<file path="src/rtl/ahb2apb_bridge_arbiter_if.sv">
// AHB-Lite port bundle for the two-master APB bridge arbiter.
// The master modport drives the address phase and HREADY; the slave modport returns the response.
interface ahb2apb_bridge_arbiter_if #(
    parameter int unsigned ADDRWIDTH = 16,
    parameter int unsigned DATAWIDTH = 32
);
    logic                 hsel;
    logic [ADDRWIDTH-1:0] haddr;
    logic [1:0]           htrans;
    logic                 hwrite;
    logic [2:0]           hsize;
    logic [3:0]           hprot;
    logic [DATAWIDTH-1:0] hwdata;
    logic                 hready;
    logic                 hreadyout;
    logic [DATAWIDTH-1:0] hrdata;
    logic                 hresp;

    modport master (
        output hsel, haddr, htrans, hwrite, hsize, hprot, hwdata, hready,
        input  hreadyout, hrdata, hresp
    );

    modport slave (
        input  hsel, haddr, htrans, hwrite, hsize, hprot, hwdata, hready,
        output hreadyout, hrdata, hresp
    );
endinterface

</file>
<file path="src/rtl/ahb2apb_bridge_arbiter.sv">
// Two-master AHB-Lite arbiter in front of the AHB2APB bridge slave port.
// Each master has an address-phase hold stage; grants alternate round-robin.
module ahb2apb_bridge_arbiter #(
    parameter int unsigned ADDRWIDTH = 16,
    parameter int unsigned DATAWIDTH = 32
) (
    input  logic                            HCLK,
    input  logic                            HRESETn,
    ahb2apb_bridge_arbiter_if.slave         ahb_m0_io,
    ahb2apb_bridge_arbiter_if.slave         ahb_m1_io,
    ahb2apb_bridge_arbiter_if.master        ahb_s_io,
    output logic                            arbactive_o
);
    typedef struct packed {
        logic [ADDRWIDTH-1:0] addr;
        logic                 write;
        logic [2:0]           size;
        logic [3:0]           prot;
    } addr_t;

    addr_t [1:0] live_a;
    addr_t [1:0] hold_q, hold_d;
    addr_t       sel_a;
    logic  [1:0] live, grant, hreadyout_m, hresp_m;
    logic  [1:0] pend_q, pend_d;
    logic        rr_q, rr_d;
    logic        dp_valid_q, dp_valid_d;
    logic        dp_owner_q, dp_owner_d;
    logic        slot_free, winner;

    // BUSY and IDLE never count as requests.
    assign live[0] = ahb_m0_io.hsel & ahb_m0_io.hready & ahb_m0_io.htrans[1];
    assign live[1] = ahb_m1_io.hsel & ahb_m1_io.hready & ahb_m1_io.htrans[1];
    assign live_a[0] = '{addr: ahb_m0_io.haddr, write: ahb_m0_io.hwrite,
                         size: ahb_m0_io.hsize, prot: ahb_m0_io.hprot};
    assign live_a[1] = '{addr: ahb_m1_io.haddr, write: ahb_m1_io.hwrite,
                         size: ahb_m1_io.hsize, prot: ahb_m1_io.hprot};
    assign slot_free = ahb_s_io.hreadyout;

    always_comb begin
        grant = 2'b00;
        if (slot_free) begin
            if (pend_q == 2'b01)                  grant = 2'b01;
            else if (pend_q == 2'b10)             grant = 2'b10;
            else if ((live | pend_q) == 2'b11)    grant = rr_q ? 2'b01 : 2'b10;
            else                                  grant = live;
        end
    end

    assign winner = grant[1];
    assign sel_a  = pend_q[winner] ? hold_q[winner] : live_a[winner];

    always_comb begin
        pend_d     = pend_q;
        hold_d     = hold_q;
        rr_d       = rr_q;
        dp_valid_d = dp_valid_q;
        dp_owner_d = dp_owner_q;
        for (int n = 0; n < 2; n++) begin
            if (grant[n] && pend_q[n]) begin
                pend_d[n] = 1'b0;
            end else if (live[n] && !grant[n] && !pend_q[n]) begin
                pend_d[n] = 1'b1;
                hold_d[n] = live_a[n];
            end
        end
        if (|grant) begin
            rr_d       = winner;
            dp_valid_d = 1'b1;
            dp_owner_d = winner;
        end else if (slot_free) begin
            dp_valid_d = 1'b0;
        end
    end

    always_ff @(posedge HCLK or negedge HRESETn) begin
        if (!HRESETn) begin
            pend_q     <= 2'b00;
            hold_q     <= '0;
            rr_q       <= 1'b1;
            dp_valid_q <= 1'b0;
            dp_owner_q <= 1'b0;
        end else begin
            pend_q     <= pend_d;
            hold_q     <= hold_d;
            rr_q       <= rr_d;
            dp_valid_q <= dp_valid_d;
            dp_owner_q <= dp_owner_d;
        end
    end

    // The data-phase owner follows the bridge; anyone else waiting is stalled.
    always_comb begin
        for (int n = 0; n < 2; n++) begin
            hresp_m[n] = 1'b0;
            if (dp_valid_q && (dp_owner_q == 1'(n))) begin
                hreadyout_m[n] = ahb_s_io.hreadyout;
                hresp_m[n]     = ahb_s_io.hresp;
            end else if (pend_q[n] || (live[n] && !grant[n])) begin
                hreadyout_m[n] = 1'b0;
            end else begin
                hreadyout_m[n] = 1'b1;
            end
        end
    end

    assign ahb_s_io.hsel   = |grant;
    assign ahb_s_io.htrans = (|grant) ? 2'b10 : 2'b00;
    assign ahb_s_io.haddr  = (|grant) ? sel_a.addr  : '0;
    assign ahb_s_io.hwrite = (|grant) ? sel_a.write : 1'b0;
    assign ahb_s_io.hsize  = (|grant) ? sel_a.size  : 3'b000;
    assign ahb_s_io.hprot  = (|grant) ? sel_a.prot  : 4'b0000;
    assign ahb_s_io.hwdata = dp_owner_q ? ahb_m1_io.hwdata : ahb_m0_io.hwdata;
    assign ahb_s_io.hready = ahb_s_io.hreadyout;

    assign ahb_m0_io.hreadyout = hreadyout_m[0];
    assign ahb_m1_io.hreadyout = hreadyout_m[1];
    assign ahb_m0_io.hresp     = hresp_m[0];
    assign ahb_m1_io.hresp     = hresp_m[1];
    assign ahb_m0_io.hrdata    = ahb_s_io.hrdata;
    assign ahb_m1_io.hrdata    = ahb_s_io.hrdata;

    assign arbactive_o = |pend_q | dp_valid_q;
endmodule
</file>
<file path="src/flat_wrapper.sv">
// flat-port wrapper written by rule: the top's interface ports become plain ports
module ahb2apb_bridge_arbiter_flat 
#(
    parameter int unsigned ADDRWIDTH = 16,
    parameter int unsigned DATAWIDTH = 32
)
  (HCLK, HRESETn, arbactive_o, ahb_m0_io_hsel, ahb_m0_io_haddr, ahb_m0_io_htrans, ahb_m0_io_hwrite, ahb_m0_io_hsize, ahb_m0_io_hprot, ahb_m0_io_hwdata, ahb_m0_io_hready, ahb_m0_io_hreadyout, ahb_m0_io_hrdata, ahb_m0_io_hresp, ahb_m1_io_hsel, ahb_m1_io_haddr, ahb_m1_io_htrans, ahb_m1_io_hwrite, ahb_m1_io_hsize, ahb_m1_io_hprot, ahb_m1_io_hwdata, ahb_m1_io_hready, ahb_m1_io_hreadyout, ahb_m1_io_hrdata, ahb_m1_io_hresp, ahb_s_io_hsel, ahb_s_io_haddr, ahb_s_io_htrans, ahb_s_io_hwrite, ahb_s_io_hsize, ahb_s_io_hprot, ahb_s_io_hwdata, ahb_s_io_hready, ahb_s_io_hreadyout, ahb_s_io_hrdata, ahb_s_io_hresp);
  ahb2apb_bridge_arbiter_if #(.ADDRWIDTH(ADDRWIDTH), .DATAWIDTH(DATAWIDTH)) ahb_m0_io_i ();
  ahb2apb_bridge_arbiter_if #(.ADDRWIDTH(ADDRWIDTH), .DATAWIDTH(DATAWIDTH)) ahb_m1_io_i ();
  ahb2apb_bridge_arbiter_if #(.ADDRWIDTH(ADDRWIDTH), .DATAWIDTH(DATAWIDTH)) ahb_s_io_i ();
  input  logic HCLK;
  input  logic HRESETn;
  output logic arbactive_o;
  input wire logic [$bits(ahb_m0_io_i.hsel)-1:0] ahb_m0_io_hsel;
  input wire logic [$bits(ahb_m0_io_i.haddr)-1:0] ahb_m0_io_haddr;
  input wire logic [$bits(ahb_m0_io_i.htrans)-1:0] ahb_m0_io_htrans;
  input wire logic [$bits(ahb_m0_io_i.hwrite)-1:0] ahb_m0_io_hwrite;
  input wire logic [$bits(ahb_m0_io_i.hsize)-1:0] ahb_m0_io_hsize;
  input wire logic [$bits(ahb_m0_io_i.hprot)-1:0] ahb_m0_io_hprot;
  input wire logic [$bits(ahb_m0_io_i.hwdata)-1:0] ahb_m0_io_hwdata;
  input wire logic [$bits(ahb_m0_io_i.hready)-1:0] ahb_m0_io_hready;
  output wire logic [$bits(ahb_m0_io_i.hreadyout)-1:0] ahb_m0_io_hreadyout;
  output wire logic [$bits(ahb_m0_io_i.hrdata)-1:0] ahb_m0_io_hrdata;
  output wire logic [$bits(ahb_m0_io_i.hresp)-1:0] ahb_m0_io_hresp;
  input wire logic [$bits(ahb_m1_io_i.hsel)-1:0] ahb_m1_io_hsel;
  input wire logic [$bits(ahb_m1_io_i.haddr)-1:0] ahb_m1_io_haddr;
  input wire logic [$bits(ahb_m1_io_i.htrans)-1:0] ahb_m1_io_htrans;
  input wire logic [$bits(ahb_m1_io_i.hwrite)-1:0] ahb_m1_io_hwrite;
  input wire logic [$bits(ahb_m1_io_i.hsize)-1:0] ahb_m1_io_hsize;
  input wire logic [$bits(ahb_m1_io_i.hprot)-1:0] ahb_m1_io_hprot;
  input wire logic [$bits(ahb_m1_io_i.hwdata)-1:0] ahb_m1_io_hwdata;
  input wire logic [$bits(ahb_m1_io_i.hready)-1:0] ahb_m1_io_hready;
  output wire logic [$bits(ahb_m1_io_i.hreadyout)-1:0] ahb_m1_io_hreadyout;
  output wire logic [$bits(ahb_m1_io_i.hrdata)-1:0] ahb_m1_io_hrdata;
  output wire logic [$bits(ahb_m1_io_i.hresp)-1:0] ahb_m1_io_hresp;
  output wire logic [$bits(ahb_s_io_i.hsel)-1:0] ahb_s_io_hsel;
  output wire logic [$bits(ahb_s_io_i.haddr)-1:0] ahb_s_io_haddr;
  output wire logic [$bits(ahb_s_io_i.htrans)-1:0] ahb_s_io_htrans;
  output wire logic [$bits(ahb_s_io_i.hwrite)-1:0] ahb_s_io_hwrite;
  output wire logic [$bits(ahb_s_io_i.hsize)-1:0] ahb_s_io_hsize;
  output wire logic [$bits(ahb_s_io_i.hprot)-1:0] ahb_s_io_hprot;
  output wire logic [$bits(ahb_s_io_i.hwdata)-1:0] ahb_s_io_hwdata;
  output wire logic [$bits(ahb_s_io_i.hready)-1:0] ahb_s_io_hready;
  input wire logic [$bits(ahb_s_io_i.hreadyout)-1:0] ahb_s_io_hreadyout;
  input wire logic [$bits(ahb_s_io_i.hrdata)-1:0] ahb_s_io_hrdata;
  input wire logic [$bits(ahb_s_io_i.hresp)-1:0] ahb_s_io_hresp;
  assign ahb_m0_io_i.hsel = ahb_m0_io_hsel;
  assign ahb_m0_io_i.haddr = ahb_m0_io_haddr;
  assign ahb_m0_io_i.htrans = ahb_m0_io_htrans;
  assign ahb_m0_io_i.hwrite = ahb_m0_io_hwrite;
  assign ahb_m0_io_i.hsize = ahb_m0_io_hsize;
  assign ahb_m0_io_i.hprot = ahb_m0_io_hprot;
  assign ahb_m0_io_i.hwdata = ahb_m0_io_hwdata;
  assign ahb_m0_io_i.hready = ahb_m0_io_hready;
  assign ahb_m0_io_hreadyout = ahb_m0_io_i.hreadyout;
  assign ahb_m0_io_hrdata = ahb_m0_io_i.hrdata;
  assign ahb_m0_io_hresp = ahb_m0_io_i.hresp;
  assign ahb_m1_io_i.hsel = ahb_m1_io_hsel;
  assign ahb_m1_io_i.haddr = ahb_m1_io_haddr;
  assign ahb_m1_io_i.htrans = ahb_m1_io_htrans;
  assign ahb_m1_io_i.hwrite = ahb_m1_io_hwrite;
  assign ahb_m1_io_i.hsize = ahb_m1_io_hsize;
  assign ahb_m1_io_i.hprot = ahb_m1_io_hprot;
  assign ahb_m1_io_i.hwdata = ahb_m1_io_hwdata;
  assign ahb_m1_io_i.hready = ahb_m1_io_hready;
  assign ahb_m1_io_hreadyout = ahb_m1_io_i.hreadyout;
  assign ahb_m1_io_hrdata = ahb_m1_io_i.hrdata;
  assign ahb_m1_io_hresp = ahb_m1_io_i.hresp;
  assign ahb_s_io_hsel = ahb_s_io_i.hsel;
  assign ahb_s_io_haddr = ahb_s_io_i.haddr;
  assign ahb_s_io_htrans = ahb_s_io_i.htrans;
  assign ahb_s_io_hwrite = ahb_s_io_i.hwrite;
  assign ahb_s_io_hsize = ahb_s_io_i.hsize;
  assign ahb_s_io_hprot = ahb_s_io_i.hprot;
  assign ahb_s_io_hwdata = ahb_s_io_i.hwdata;
  assign ahb_s_io_hready = ahb_s_io_i.hready;
  assign ahb_s_io_i.hreadyout = ahb_s_io_hreadyout;
  assign ahb_s_io_i.hrdata = ahb_s_io_hrdata;
  assign ahb_s_io_i.hresp = ahb_s_io_hresp;
  ahb2apb_bridge_arbiter #(.ADDRWIDTH(ADDRWIDTH), .DATAWIDTH(DATAWIDTH)) u_core (.HCLK(HCLK), .HRESETn(HRESETn), .ahb_m0_io(ahb_m0_io_i), .ahb_m1_io(ahb_m1_io_i), .ahb_s_io(ahb_s_io_i), .arbactive_o(arbactive_o));
endmodule
</file>
<file path="config.mk">
export PLATFORM = sky130hd
export DESIGN_NAME = ahb2apb_bridge_arbiter_flat
export DESIGN_NICKNAME = d
export VERILOG_FILES = /design/src/rtl/ahb2apb_bridge_arbiter_if.sv /design/src/rtl/ahb2apb_bridge_arbiter.sv /design/src/flat_wrapper.sv
export SDC_FILE = /design/constraint.sdc
export NUM_CORES = 1
export LEC_CHECK = 0
export ABC_AREA = 1
export CAP_MARGIN = 20
export CORE_MARGIN = 1.5
export CORE_UTILIZATION = 25
export DETAILED_ROUTE_END_ITERATION = 8
export PLACE_DENSITY = 0.61
export REMOVE_ABC_BUFFERS = 1
export SETUP_SLACK_MARGIN = 0.5
export SKIP_CTS_REPAIR_TIMING = 1
export SLEW_MARGIN = 20
export SYNTH_ARGS = -nofsm -noshare
export SYNTH_HDL_FRONTEND = slang
export SYNTH_SLANG_ARGS = --single-unit
</file>
<file path="constraint.sdc">
create_clock -name HCLK -period 5.23 [get_ports HCLK]
set_input_delay 1.046 -clock HCLK [delete_from_list [all_inputs] [get_ports HCLK]]
set_output_delay 1.046 -clock HCLK [all_outputs]
set_load 0.02 [all_outputs]
</file>
**Word-level counts from Yosys, hierarchy flattened**

Index checks and enable logic that the tools add are counted.
W data, S select, Z words.

- Register bits after elaboration: 53
- Bits of input ports: 156
- Output and inout bits: 129
- Logic and storage cells: 77

- Order comparisons: 1
- Eq/ne operators: 3
- Muxes and demuxes: 30
- Bitwise gates (word level): 9
- Reduce and logical (&&, ||, !) cells: 21

Operators by type and width:

| cell | number |
|---|---|
| $mux W24 | 5 |
| $mux W32 | 1 |
| $mux W16 | 1 |
| $mux W1 | 15 |
| $mux W2 | 6 |
| $logic_and A1 B1 Y1 | 8 |
| $reduce_bool A2 Y1 | 3 |
| $and A1 B1 Y1 | 4 |
| $eq A2 B2 Y1 const B | 2 |
| $logic_not A1 Y1 | 4 |
| $mux W4 | 1 |
| $reduce_and A2 Y1 | 2 |
| $reduce_or A2 Y1 | 2 |
| $mux W3 | 1 |
| $not A1 Y1 | 3 |
| $eq A2 B1 Y1 const B | 1 |
| $logic_or A1 B1 Y1 | 2 |
| $lt A1 B2 Y1 const B | 1 |
| $or A2 B2 Y2 | 1 |
| $or A1 B1 Y1 | 1 |

**Logic depth before layout (Yosys ltp)**

- Depth in word-level cells: 13
- Gate-level depth with buffers: 12
- Gate-level depth less buffers: 10

**Worst setup path after synthesis**

No wires, ideal clock.

- Path type: input-to-output
- Start: input ahb_m0_io_hsel
- End: output ahb_s_io_haddr[10]
- Arrival: 2.280 ns
- Required time: 4.184 ns
- Slack: 1.904 ns
- Stages on the path: 9
- Path buffers: 2
- Cells stage by stage: nand3_1 -> nand2_1 -> nand3_2 -> nand3_2 -> buf_2 -> buf_2 -> nand3_1 -> nand3_1 -> a21oi_1

- Cells in the longest elaborated chain, start to end: 12
- Elaborated cells on any way between the ends: 17
- Those cells by class: eq/ne (1); mux (12); bitwise (3); reduce/logical (1)

Ends and longest elaborated chain:

| element | RTL line | RTL |
|---|---|---|
| from (decl) | flat_wrapper.sv:14 | `input wire logic [$bits(ahb_m0_io_i.hsel)-1:0] ahb_m0_io_hsel;` |
| $and A1 B1 Y1 (*) (2 in a row) | ahb2apb_bridge_arbiter.sv:32 | `assign live[0] = ahb_m0_io.hsel & ahb_m0_io.hready & ahb_m0_io.htrans[1];` |
| $or A2 B2 Y2 | ahb2apb_bridge_arbiter.sv:45 | `else if ((live \| pend_q) == 2'b11) grant = rr_q ? 2'b01 : 2'b10;` |
| $eq A2 B2 Y1 | ahb2apb_bridge_arbiter.sv:45 |  |
| $mux W2 (*) | ahb2apb_bridge_arbiter.sv:45 |  |
| $mux W2 (*) | ahb2apb_bridge_arbiter.sv:44 | `else if (pend_q == 2'b10) grant = 2'b10;` |
| $mux W2 (*) | ahb2apb_bridge_arbiter.sv:43 | `if (pend_q == 2'b01) grant = 2'b01;` |
| $mux W2 (*) | ahb2apb_bridge_arbiter.sv:42 | `if (slot_free) begin` |
| $mux W24 (implied by the code) or $mux W1 (tied branches) (2 in a row) | ahb2apb_bridge_arbiter.sv:51 | `assign sel_a = pend_q[winner] ? hold_q[winner] : live_a[winner];` |
| $mux W24 | ahb2apb_bridge_arbiter.sv:51 |  |
| $mux W16 (*) | ahb2apb_bridge_arbiter.sv:109 | `assign ahb_s_io.haddr = (\|grant) ? sel_a.addr : '0;` |
| to (decl) | flat_wrapper.sv:37 | `output wire logic [$bits(ahb_s_io_i.haddr)-1:0] ahb_s_io_haddr;` |

Every way passes the cells marked *; elsewhere a longest branch is shown, timed or not. The select of a mux whose other input is x is not followed.

**Worst setup path after layout**

- Start: input ahb_s_io_hreadyout
- End: output ahb_s_io_haddr[1]

- Cells in the longest elaborated chain, start to end: 5
- Elaborated cells on any way between the ends: 10
- Those cells by class: mux (9); reduce/logical (1)

Ends and longest elaborated chain:

| element | RTL line | RTL |
|---|---|---|
| from (decl) | flat_wrapper.sv:44 | `input wire logic [$bits(ahb_s_io_i.hreadyout)-1:0] ahb_s_io_hreadyout;` |
| $mux W2 (*) | ahb2apb_bridge_arbiter.sv:42 |  |
| $mux W24 (implied by the code) or $mux W1 (tied branches) (2 in a row) | ahb2apb_bridge_arbiter.sv:51 |  |
| $mux W24 | ahb2apb_bridge_arbiter.sv:51 |  |
| $mux W16 (*) | ahb2apb_bridge_arbiter.sv:109 |  |

Marked as above.

==> flow_summary_export.csv <==
group,metric,value,unit
floorplan,ios,285,
sta,fmax,219,MHz
global_route,grt_pass1_wl,25.5,mm
setup_path,critPathMaxFanout,20,
synth,synthArstFlopShare,1.00,
detailed_routing,drt-total-wl,17.1,mm
placement,gp_congestion,0.721,
placement,dpl_cell_area,0.00592,mm^2
clock_tree,root_buffer,"clkbuf_16",
global_route,grt_pass1_vias,4308,
global_route,grt_max_degree,54,
sta,finalCriticalPeriod,4.57,ns
power,p_sw_frac,0.487,
sta,worstMarginPinSlew,0.732,ns
detailed_routing,wl_per_cell,16.8,um
detailed_routing,vias,4608,
setup_path,start_kind,"input pin",
synth,synthAdderAreaFrac,0,
setup_path,critPathKind,"input pin to primary output",
floorplan,core_area,0.0172,mm^2
floorplan,die_h,135,um
synth,post_synth.cell_area_avg,6.32,um^2
setup_path,end_kind,"primary output",
synth,synth_top_family_by_area,"simple AND/OR/NAND/NOR gates",
setup_path,cpLargestDelayFamily,"buffers and inverters",
clock_tree,insertion_delay,0.29,ns
floorplan,num_rows,48,
synth,synth_xor_area_frac,0,
clock_tree,clock_sinks,53,
sta,fin_crit_sh,0.874,
power,p_per_area,539,mW/mm^2
clock_tree,cts_tree,"yes",
finish,area_delta_synth_final,39.8,%
finish,final_common_cell,"nand2_1",
hold_path,hold_class,"register to register",
synth,synth_area,0.00438,mm^2
setup_path,critPathBufInv,4,
detailed_routing,firstDrtPassIters,4,
placement,dp.final_hpwl,12.3,mm
floorplan,die_w,135,um
finish,drive_above_1_share,0.0596,
sta,setup_viol,0,
synth,synth_enable_flop_cells,0,
global_route,antenna_found_initial,0,
floorplan,start_util,0.254,
setup_path,max_stage_delay,0.75,ns
finish,register_area,0.00133,mm^2
clock_tree,htreeDepth,2,
setup_path,critPathSlowestCell,"clkdlybuf4s50_1",
power,leakagePower,3.13,nW
floorplan,dieArea,0.0183,mm^2
finish,multi_input_area,0.00196,mm^2
synth,synth_compound_area_frac,0.0742,
finish,most-common-layout-cells,"nand2_1 (228), clkdlybuf4s50_1 (179), nand3_1 (104)",
clock_tree,path_clk_slew,0.08,ns
setup_path,cp.depth,9,
power,switchingPower,0.00161,W
setup_path,crit_arrival,3.52,ns
setup_path,critPathMostFrequentCell,"clkdlybuf4s50_1",
finish,num_antenna_cells,0,
synth,synth_simple_gate_area_frac,0.368,
power,power.internal,0.00170,W
flow_run,cap_violations,0,
global_route,grtUsageTotal,0.184,
sta,rsz0062_at_grt,"true",
power,pwr-share-clk,0.120,
synth,syn_inst,693,
finish,final_area,0.00613,mm^2
power,ir_drop,0.209,mV
sta,hold_violations,0,
global_route,grt_overflow,0,
synth,ys_warn_count,0,
synth,synth_cell_types,23,
setup_path,cp.required,4.18,ns
placement,place.port_buffers,185,
detailed_routing,antenna_left,0,
sta,slew_violations,0,
synth,synth-seq-cells,53,
detailed_routing,viasPerCell,4.54,
clock_tree,cts_buffers,5,
sta,tns,0,ns
setup_path,reg2reg_depth,11,
hold_path,hold_depth,2,
finish,n_fill_cell,1897,
detailed_routing,drt_iter0_drc,221,
setup_path,crit_path_cell_trace,"clkdlybuf4s50_1, inv_2, a21oi_4, nand2_2, buf_4, nand2_1, nand3_1, a21oi_2, clkdlybuf4s50_1",
detailed_routing,drc,0,
clock_tree,clk_path_buf_depth,2,
sta,slew_headroom,0.512,
synth,synth_flop_cell,"dfrtp_1",
finish,nNetsFinal,944,
synth,synth_seq_area_share,0.303,
sta,fin_skew,0.0122,ns
outcome,status,"completed",
power,seqPwrFrac,0.217,
power,pwr-share-comb,0.663,
synth,synth_mux_area_frac,0,
-- path summary, 6_finish.rpt --
path                                          startpoint  slack, ns                             to
min in group asynchronous                        HRESETn       0.88  u_core.hold_q[37]$_DFFE_PN0P_
max in group asynchronous                        HRESETn       3.84  u_core.hold_q[14]$_DFFE_PN0P_
max                                   ahb_s_io_hreadyout       0.66              ahb_s_io_haddr[1]
min                        u_core.hold_q[22]$_DFFE_PN0P_       0.47  u_core.hold_q[22]$_DFFE_PN0P_
min reg2reg                u_core.hold_q[22]$_DFFE_PN0P_       0.47  u_core.hold_q[22]$_DFFE_PN0P_
max reg2reg                 u_core.pend_q[0]$_DFFE_PN0P_       2.51   u_core.hold_q[9]$_DFFE_PN0P_
-- worst register-to-register path, cell delays in order, from the launching register on --
cell and delay (ns):
dfrtp_1 0.47, inv_2 0.50, nand2_1 0.17, nand2_1 0.09, nand2_1 0.05, nand3_1 0.08, nand2_1 0.09, nand2_4 0.07
buf_4 0.31, nand3_2 0.52, nand2_1 0.22, nand2_1 0.06
-- power by group through the flow --
stage | sequential, W | clock (W) | combinational [W]
after floorplan | 0.000719 | 0 | 0.00124
after global placement | 0.000714 | 0 | 0.00220
after detailed placement | 0.000722 | 0 | 0.00221
after CTS | 0.000715 | 0.000409 | 0.00222
after global routing | 0.000746 | 0.000422 | 0.00243
final | 0.000716 | 0.000397 | 0.00219
-- Yosys cell counts (2+ instances only) --
cell type / count / area share
a21oi_1: 16 / 0.018
a21oi_2: 12 / 0.024
buf_2: 15 / 0.017
buf_4: 70 / 0.12
buf_6: 2 / 0.0051
clkbuf_1: 21 / 0.018
clkinv_1: 2 / 0.0017
dfrtp_1: 52 / 0.30
inv_1: 101 / 0.086
inv_2: 6 / 0.0051
nand2_1: 228 / 0.20
nand3_1: 104 / 0.12
nand3_2: 4 / 0.0091
nand4_1: 24 / 0.034
nor2_1: 2 / 0.0017
o21ai_0: 7 / 0.0080
o21ai_1: 21 / 0.024
-- state kept, by name, indices dropped and copies added (netlist names) --
register	flops
u_core.rr_q	1
u_core.dp_owner_q	1
u_core.pend_q	2
u_core.dp_valid_q	1
u_core.hold_q	48
-- per-stage QoR --
step / std cells / power, W / util / hold WS (ns) / setup slack (ns)
final: 1014 / 0.00330 / 0.355 / 0.471 / 0.661
after global routing: 1014 / 0.00360 / 0.355 / 0.499 / 0.481
after CTS: 1013 / 0.00334 / 0.353 / 0.476 / 0.555
after detailed placement: 1005 / 0.00294 / 0.343 / 0.458 / 0.552
after global placement: 1005 / 0.00291 / 0.343 / 0.455 / 0.588
after floorplan: 584 / 0.00195 / - / 0.442 / 0.598
-- layer usage --
layer	vias up	wire length [um]	global-route usage
met2	256	7360	0.281
met3	14	2320	0.0943
li1	2268	-	-
met1	2064	7160	0.232
met4	6	76	0.0197
met5	-	138	0.0722
-- cell families after synthesis --
group | Yosys count
AOI/OAI and AO/OA | 56
buffers and inverters | 218
other | 1
DFF | 53
and+or+nand+nor | 365
-- area by class of cell --
type,count,share of cell area
inverter,109,0.0668
multi-input combinational,422,0.319
clock inverter,3,0.00797
sequential,53,0.217
timing repair buffer,197,0.323
tap,225,0.0460
clock buffer,5,0.0204
Note: power is estimated with default switching activity, not from simulation.
